===== src/rtl/cordic_vector_iter.sv =====
// Iterative CORDIC vectoring engine: (x, y) -> (K*|v|, atan2(y, x)), one micro-rotation per clock.
// Latency: accept at edge E, result registered and out_valid_o high after edge E+ITERATIONS.
// Backpressure: in_ready_o only in IDLE; the result holds in DONE until out_ready_i, then returns to IDLE.
module cordic_vector_iter #(
   parameter int WIDTH      = 21,
   parameter int FRAC       = 18,
   parameter int ITERATIONS = 16
) (
   input  logic             clk_i,
   input  logic             reset_i,
   input  logic             in_valid_i,
   output logic             in_ready_o,
   input  logic [WIDTH-1:0] in_x_i,
   input  logic [WIDTH-1:0] in_y_i,
   output logic             out_valid_o,
   input  logic             out_ready_i,
   output logic [WIDTH-1:0] out_mag_o,
   output logic [WIDTH-1:0] out_angle_o
);

   localparam int CNT_W = (ITERATIONS > 1) ? $clog2(ITERATIONS) : 1;
   localparam logic [CNT_W-1:0] LAST_STEP = CNT_W'(ITERATIONS - 1);

   // pi/2 in the port format, rounded to nearest (411775 at FRAC = 18)
   localparam int HALF_PI_INT = int'(1.5707963267948966 * (2.0 ** FRAC));
   localparam logic signed [WIDTH-1:0] HALF_PI = WIDTH'(HALF_PI_INT);

   // round(atan(2^-i) * 2^18); enough entries for the widest legal ITERATIONS
   function automatic int atan_q18(input int idx);
      case (idx)
         0:       atan_q18 = 205887;
         1:       atan_q18 = 121543;
         2:       atan_q18 = 64220;
         3:       atan_q18 = 32599;
         4:       atan_q18 = 16363;
         5:       atan_q18 = 8189;
         6:       atan_q18 = 4096;
         7:       atan_q18 = 2048;
         8:       atan_q18 = 1024;
         9:       atan_q18 = 512;
         10:      atan_q18 = 256;
         11:      atan_q18 = 128;
         12:      atan_q18 = 64;
         13:      atan_q18 = 32;
         14:      atan_q18 = 16;
         15:      atan_q18 = 8;
         16:      atan_q18 = 4;
         17:      atan_q18 = 2;
         18:      atan_q18 = 1;
         default: atan_q18 = 0;
      endcase
   endfunction

   // Rescale the Q.18 table to the configured fraction width (exact at FRAC = 18)
   function automatic int atan_scaled(input int idx);
      int t;
      t = atan_q18(idx);
      if (FRAC >= 18) atan_scaled = t <<< (FRAC - 18);
      else            atan_scaled = (t + (1 <<< (17 - FRAC))) >>> (18 - FRAC);
   endfunction

   typedef enum logic [1:0] {S_IDLE, S_ITER, S_DONE} state_t;

   state_t                   state_q, state_d;
   logic signed [WIDTH-1:0]  x_q, y_q, z_q, x_d, y_d, z_d;
   logic        [WIDTH-1:0]  mag_q, ang_q, mag_d, ang_d;
   logic        [CNT_W-1:0]  cnt_q, cnt_d;
   logic                     zero_q, zero_d;
   logic                     accept, last_step;

   logic signed [WIDTH-1:0]  atan_lut [ITERATIONS];
   logic signed [WIDTH-1:0]  x0, y0, z0;
   logic signed [WIDTH-1:0]  x_sh, y_sh, x_step, y_step, z_step, atan_i;

   for (genvar g = 0; g < ITERATIONS; g++) begin : g_lut
      assign atan_lut[g] = WIDTH'(atan_scaled(g));
   end

   assign in_ready_o  = (state_q == S_IDLE);
   assign out_valid_o = (state_q == S_DONE);
   assign out_mag_o   = mag_q;
   assign out_angle_o = ang_q;

   // Control: state transitions and the accept / final-step strobes
   always_comb begin
      state_d   = state_q;
      accept    = 1'b0;
      last_step = 1'b0;
      case (state_q)
         S_IDLE: begin
            if (in_valid_i) begin
               accept  = 1'b1;
               state_d = S_ITER;
            end
         end
         S_ITER: begin
            if (cnt_q == LAST_STEP) begin
               last_step = 1'b1;
               state_d   = S_DONE;
            end
         end
         S_DONE: begin
            if (out_ready_i) state_d = S_IDLE;
         end
         default: state_d = S_IDLE;
      endcase
   end

   // Quadrant fold into the right half-plane so the micro-rotations converge
   always_comb begin
      x0 = $signed(in_x_i);
      y0 = $signed(in_y_i);
      z0 = '0;
      if (in_x_i[WIDTH-1]) begin
         if (!in_y_i[WIDTH-1]) begin
            x0 = $signed(in_y_i);
            y0 = -$signed(in_x_i);
            z0 = HALF_PI;
         end else begin
            x0 = -$signed(in_y_i);
            y0 = $signed(in_x_i);
            z0 = -HALF_PI;
         end
      end
   end

   // One shift/add micro-rotation driving y toward zero, from the pre-step registers
   always_comb begin
      atan_i = atan_lut[cnt_q];
      x_sh   = x_q >>> cnt_q;
      y_sh   = y_q >>> cnt_q;
      if (!y_q[WIDTH-1]) begin
         x_step = x_q + y_sh;
         y_step = y_q - x_sh;
         z_step = z_q + atan_i;
      end else begin
         x_step = x_q - y_sh;
         y_step = y_q + x_sh;
         z_step = z_q - atan_i;
      end
   end

   // Datapath next state: load on accept, step in ITER, capture result on the final step
   always_comb begin
      x_d    = x_q;
      y_d    = y_q;
      z_d    = z_q;
      cnt_d  = cnt_q;
      zero_d = zero_q;
      mag_d  = mag_q;
      ang_d  = ang_q;
      if (accept) begin
         x_d    = x0;
         y_d    = y0;
         z_d    = z0;
         cnt_d  = '0;
         zero_d = (in_x_i == '0) && (in_y_i == '0);
      end else if (state_q == S_ITER) begin
         x_d   = x_step;
         y_d   = y_step;
         z_d   = z_step;
         cnt_d = cnt_q + 1'b1;
         if (last_step) begin
            cnt_d = '0;
            mag_d = zero_q ? '0 : x_step;
            ang_d = zero_q ? '0 : z_step;
         end
      end
   end

   // State and datapath registers; reset aborts any transaction in flight
   always_ff @(posedge clk_i or posedge reset_i) begin
      if (reset_i) begin
         state_q <= S_IDLE;
         x_q     <= '0;
         y_q     <= '0;
         z_q     <= '0;
         cnt_q   <= '0;
         zero_q  <= 1'b0;
         mag_q   <= '0;
         ang_q   <= '0;
      end else begin
         state_q <= state_d;
         x_q     <= x_d;
         y_q     <= y_d;
         z_q     <= z_d;
         cnt_q   <= cnt_d;
         zero_q  <= zero_d;
         mag_q   <= mag_d;
         ang_q   <= ang_d;
      end
   end

endmodule


===== config.mk =====
export PLATFORM = sky130hd
export DESIGN_NAME = cordic_vector_iter
export DESIGN_NICKNAME = d
export VERILOG_FILES = /design/src/rtl/cordic_vector_iter.sv
export SDC_FILE = /design/constraint.sdc
export NUM_CORES = 1
export LEC_CHECK = 0
export ABC_AREA = 1
export CORE_MARGIN = 5
export CORE_UTILIZATION = 30
export DETAILED_ROUTE_END_ITERATION = 7
export GPL_TIMING_DRIVEN = 0
export SYNTH_ARGS = -nofsm -noshare
export SYNTH_HDL_FRONTEND = slang
export SYNTH_SLANG_ARGS = --single-unit
export TNS_END_PERCENT = 1

===== constraint.sdc =====
create_clock -name clk_i -period 6.2 [get_ports clk_i]
set_input_delay 0.62 -clock clk_i [delete_from_list [all_inputs] [get_ports clk_i]]
set_output_delay 0.62 -clock clk_i [all_outputs]
set_load 0.03 [all_outputs]

==> results.sh <==
export IMPL_status="finished, violations left"
export IMPL_failed_checks="capacitance limit, slew limit"
export IMPL_cts_tree="built"
export IMPL_dp_cells=2542
export IMPL_synth_edff_count=0
export IMPL_die_y_um=213
export IMPL_finalHoldViolations=0
export IMPL_wl_per_cell_um=21.2
export IMPL_wl_met3_mm=4.49
export IMPL_ant_nets=0
export IMPL_avgSynthCellArea_um2=6.43
export IMPL_firstDrtPassIters=6
export IMPL_initial_utilization=0.303
export IMPL_ctsHtreeMaxLevel=3
export IMPL_fin_util=0.349
export IMPL_tightest_slew_ns=1.56
export IMPL_worst_path_buf_inv=5
export IMPL_pin_count=90
export IMPL_dr_wl_met2_mm=24.2
export IMPL_chipWidth_um=213
export IMPL_wirelength_mm=54.3
export IMPL_cap_violations=1
export IMPL_drc=0
export IMPL_crit_cells=18
export IMPL_wl_met1_mm=23.0
export IMPL_syn_nets=2044
export IMPL_fmax_mhz=181
export IMPL_track_usage=0.236
export IMPL_cp_common_cell="o21ai_0"
export IMPL_place_gp_congestion=1.04
export IMPL_reg2reg_depth=18
export IMPL_syn2layout_area_growth_pct=15.1
export IMPL_diodes=0
export IMPL_fin_skew_ns=0.0198
export IMPL_dp_hpwl_mm=43.6
export IMPL_final_cell_area_um2=14200
export IMPL_slew_violations=11
export IMPL_grt_overflow=0
export IMPL_netlist_area_um2=12300
export IMPL_fin_crit_sh=0.889
export IMPL_cts_sinks=112
export IMPL_arrival_ns=5.79
export IMPL_ys_seq_elements=112
export IMPL_rsz0062_at_grt="false"
export IMPL_max_stage_delay_ns=0.61
export IMPL_post_cts_resized=0
export IMPL_root_buffer="clkbuf_16"
export IMPL_clk_latency_ns=0.39
export IMPL_core_area_um2=40700
export IMPL_ys_warn_count=0
export IMPL_drive_gt1_frac=0.0548
export IMPL_path_max_fanout=10
export IMPL_place_area_um2=13900
export IMPL_nets=2145
export IMPL_synthFlopType="dfrtp_1"
export IMPL_endpoint_kind="register"
export IMPL_fin_cells=2558
export IMPL_max_slew_margin=-0.0432
export IMPL_portBuffers=89
export IMPL_synthDistinctLibCells=54
export IMPL_dieArea_um2=45300
export IMPL_min_delay_path_depth=2
export IMPL_cts_hold_buf=0
export IMPL_topRoutingLayerUsed="met4"
export IMPL_crit_family="buffers and inverters"
export IMPL_grt_pass1_wl_mm=81.6
export IMPL_setup_violations=0
export IMPL_grt_pass1_vias=13700
export IMPL_critPathSlowestCell="clkbuf_1"
export IMPL_via_per_inst=5.56
export IMPL_cts_buffers=9
export IMPL_hp_class="reg -> reg"
export IMPL_cts_setup_buffers=0
export IMPL_grt_antenna_before_repair=1
export IMPL_crit_type="reg -> reg"
export IMPL_cp_data_required_time_ns=6.48
export IMPL_grt_max_degree=80
export IMPL_rrSetupSlack_ns=0.69
export IMPL_synthArstFlopShare=1.00
export IMPL_yosysSeqAreaShare=0.227
export IMPL_post_route_min_period_ns=5.51
export IMPL_row_count=74
export IMPL_tns_ns=0
export IMPL_crit_chain="buf_1, inv_1, buf_2, clkbuf_1, clkbuf_1, o21ai_0, ha_1, nand3_1, nand3_1, a21oi_1, o21ai_0, a21oi_1, o21ai_0, a21oi_1, o21ai_0, nand2_1, nand2_1, nand2_1"
export IMPL_vias=14200
export IMPL_clk_path_buf_depth=2
export IMPL_cp_start_kind="register"
export IMPL_drt_iter0_drc=1470
export IMPL_clk_pin_slew_ns=0.09
export IMPL_synthCells=1920
[path summary, 6_finish.rpt]
check	startpoint	to
max	y_q[20]$_DFFE_PP0P_	y_q[13]$_DFFE_PP0P_
min	out_mag_o[9]$_DFFE_PP0P_	out_mag_o[9]$_DFFE_PP0P_
max reg2reg	y_q[20]$_DFFE_PP0P_	y_q[13]$_DFFE_PP0P_
min reg2reg	out_mag_o[9]$_DFFE_PP0P_	out_mag_o[9]$_DFFE_PP0P_
max in group asynchronous	reset_i	y_q[16]$_DFFE_PP0P_
min in group asynchronous	reset_i	out_mag_o[3]$_DFFE_PP0P_
[registers in the layout, summed over array words and instances, names as in the netlist]
signal	cells
zero_q	1
cnt_q	4
state_q	2
y_q	21
out_mag_o	21
out_angle_o	21
z_q	21
x_q	21
[synthesized netlist by cell type (4+ instances only)]
| cell | instances | share of area |
|---|---|---|
| clkbuf_1 | 44 | 0.013 |
| ha_1 | 75 | 0.076 |
| nand2_1 | 522 | 0.16 |
| xnor2_1 | 26 | 0.018 |
| nor4_1 | 7 | 0.0035 |
| a2bb2oi_1 | 23 | 0.016 |
| nor3_1 | 16 | 0.0065 |
| o21ai_0 | 144 | 0.058 |
| buf_1 | 11 | 0.0033 |
| inv_1 | 144 | 0.044 |
| nor2_1 | 134 | 0.041 |
| o22ai_1 | 4 | 0.0020 |
| dfrtp_1 | 112 | 0.23 |
| xor2_1 | 67 | 0.048 |
| buf_2 | 17 | 0.0069 |
| a31oi_1 | 12 | 0.0061 |
| a32o_1 | 6 | 0.0049 |
| nand4_1 | 16 | 0.0081 |
| o211ai_1 | 10 | 0.0061 |
| nor2_2 | 10 | 0.0051 |
| buf_6 | 4 | 0.0036 |
| o21bai_1 | 7 | 0.0043 |
| inv_2 | 16 | 0.0049 |
| a21o_1 | 6 | 0.0036 |
| nand3_2 | 7 | 0.0057 |
| nand3_1 | 233 | 0.094 |
| o221ai_1 | 13 | 0.0092 |
| a21oi_1 | 132 | 0.054 |
| a22o_1 | 13 | 0.0092 |
| a22oi_1 | 5 | 0.0030 |
| or2_2 | 11 | 0.0056 |
| o31ai_1 | 13 | 0.0079 |
| o21ai_1 | 7 | 0.0028 |
| o21a_1 | 10 | 0.0061 |
| nand2_2 | 12 | 0.0061 |
[cell usage in the layout (no fill, tap or decap), types with 11 or more instances in the layout]
master / n
xor2_1: 67
inv_2: 16
nor3_1: 16
or2_2: 11
a21oi_1: 132
nand2_2: 12
clkdlybuf4s50_1: 89
o221ai_1: 13
o21ai_0: 144
a2bb2oi_1: 23
a22o_1: 13
clkbuf_1: 45
inv_1: 143
a31oi_1: 12
xnor2_1: 26
nor2_1: 134
nand2_1: 522
nand3_1: 233
ha_1: 75
nand4_1: 16
buf_2: 17
o31ai_1: 13
dfrtp_1: 112
buf_1: 11
[cells by family after synthesis]
kind of cell,synth area share
compound gates,0.209
xor+xnor,0.0660
fa+ha+maj,0.0809
buf+inv,0.0784
flops,0.227
mux,0.000811
simple gates,0.338
[metrics by stage]
| step | hold slack, ns | worst slack, ns |
|---|---|---|
| after global routing | 0.520 | 0.330 |
| after detailed placement | 0.471 | 0.821 |
| after CTS | 0.492 | 0.816 |
| final | 0.490 | 0.689 |
| after floorplan | 0.459 | 2.37 |
| after global placement | 0.462 | 0.659 |
[worst register-to-register path: cells and delay by family, from the launching register on]
kind,cells,cell delay [ns]
buf+inv,5,2.49
simple gates,5,0.46
compound gates,7,1.64
fa+ha+maj,1,0.40
flops,1,0.45
[final cells by class]
class | count | area, um2
fillers | 4532 | 26500
plain buffers | 79 | 359
clock buffers | 10 | 229
clock inverters | 6 | 51.3
flip-flops and latches | 112 | 2800
repair buffers | 90 | 918
inverters | 162 | 613
well taps | 532 | 666
multi-input cells | 1567 | 8570
[per-layer routing]
metal / vias to the layer above / GRT usage
li1: 6713 / -
met1: 6732 / 0.309
met2: 636 / 0.382
met3: 133 / 0.0466
met4: 0 / 0.0967
met5: - / 0
Power is not shown: default switching activity piles up to over one toggle a cycle in this logic, so the estimate is an artifact.
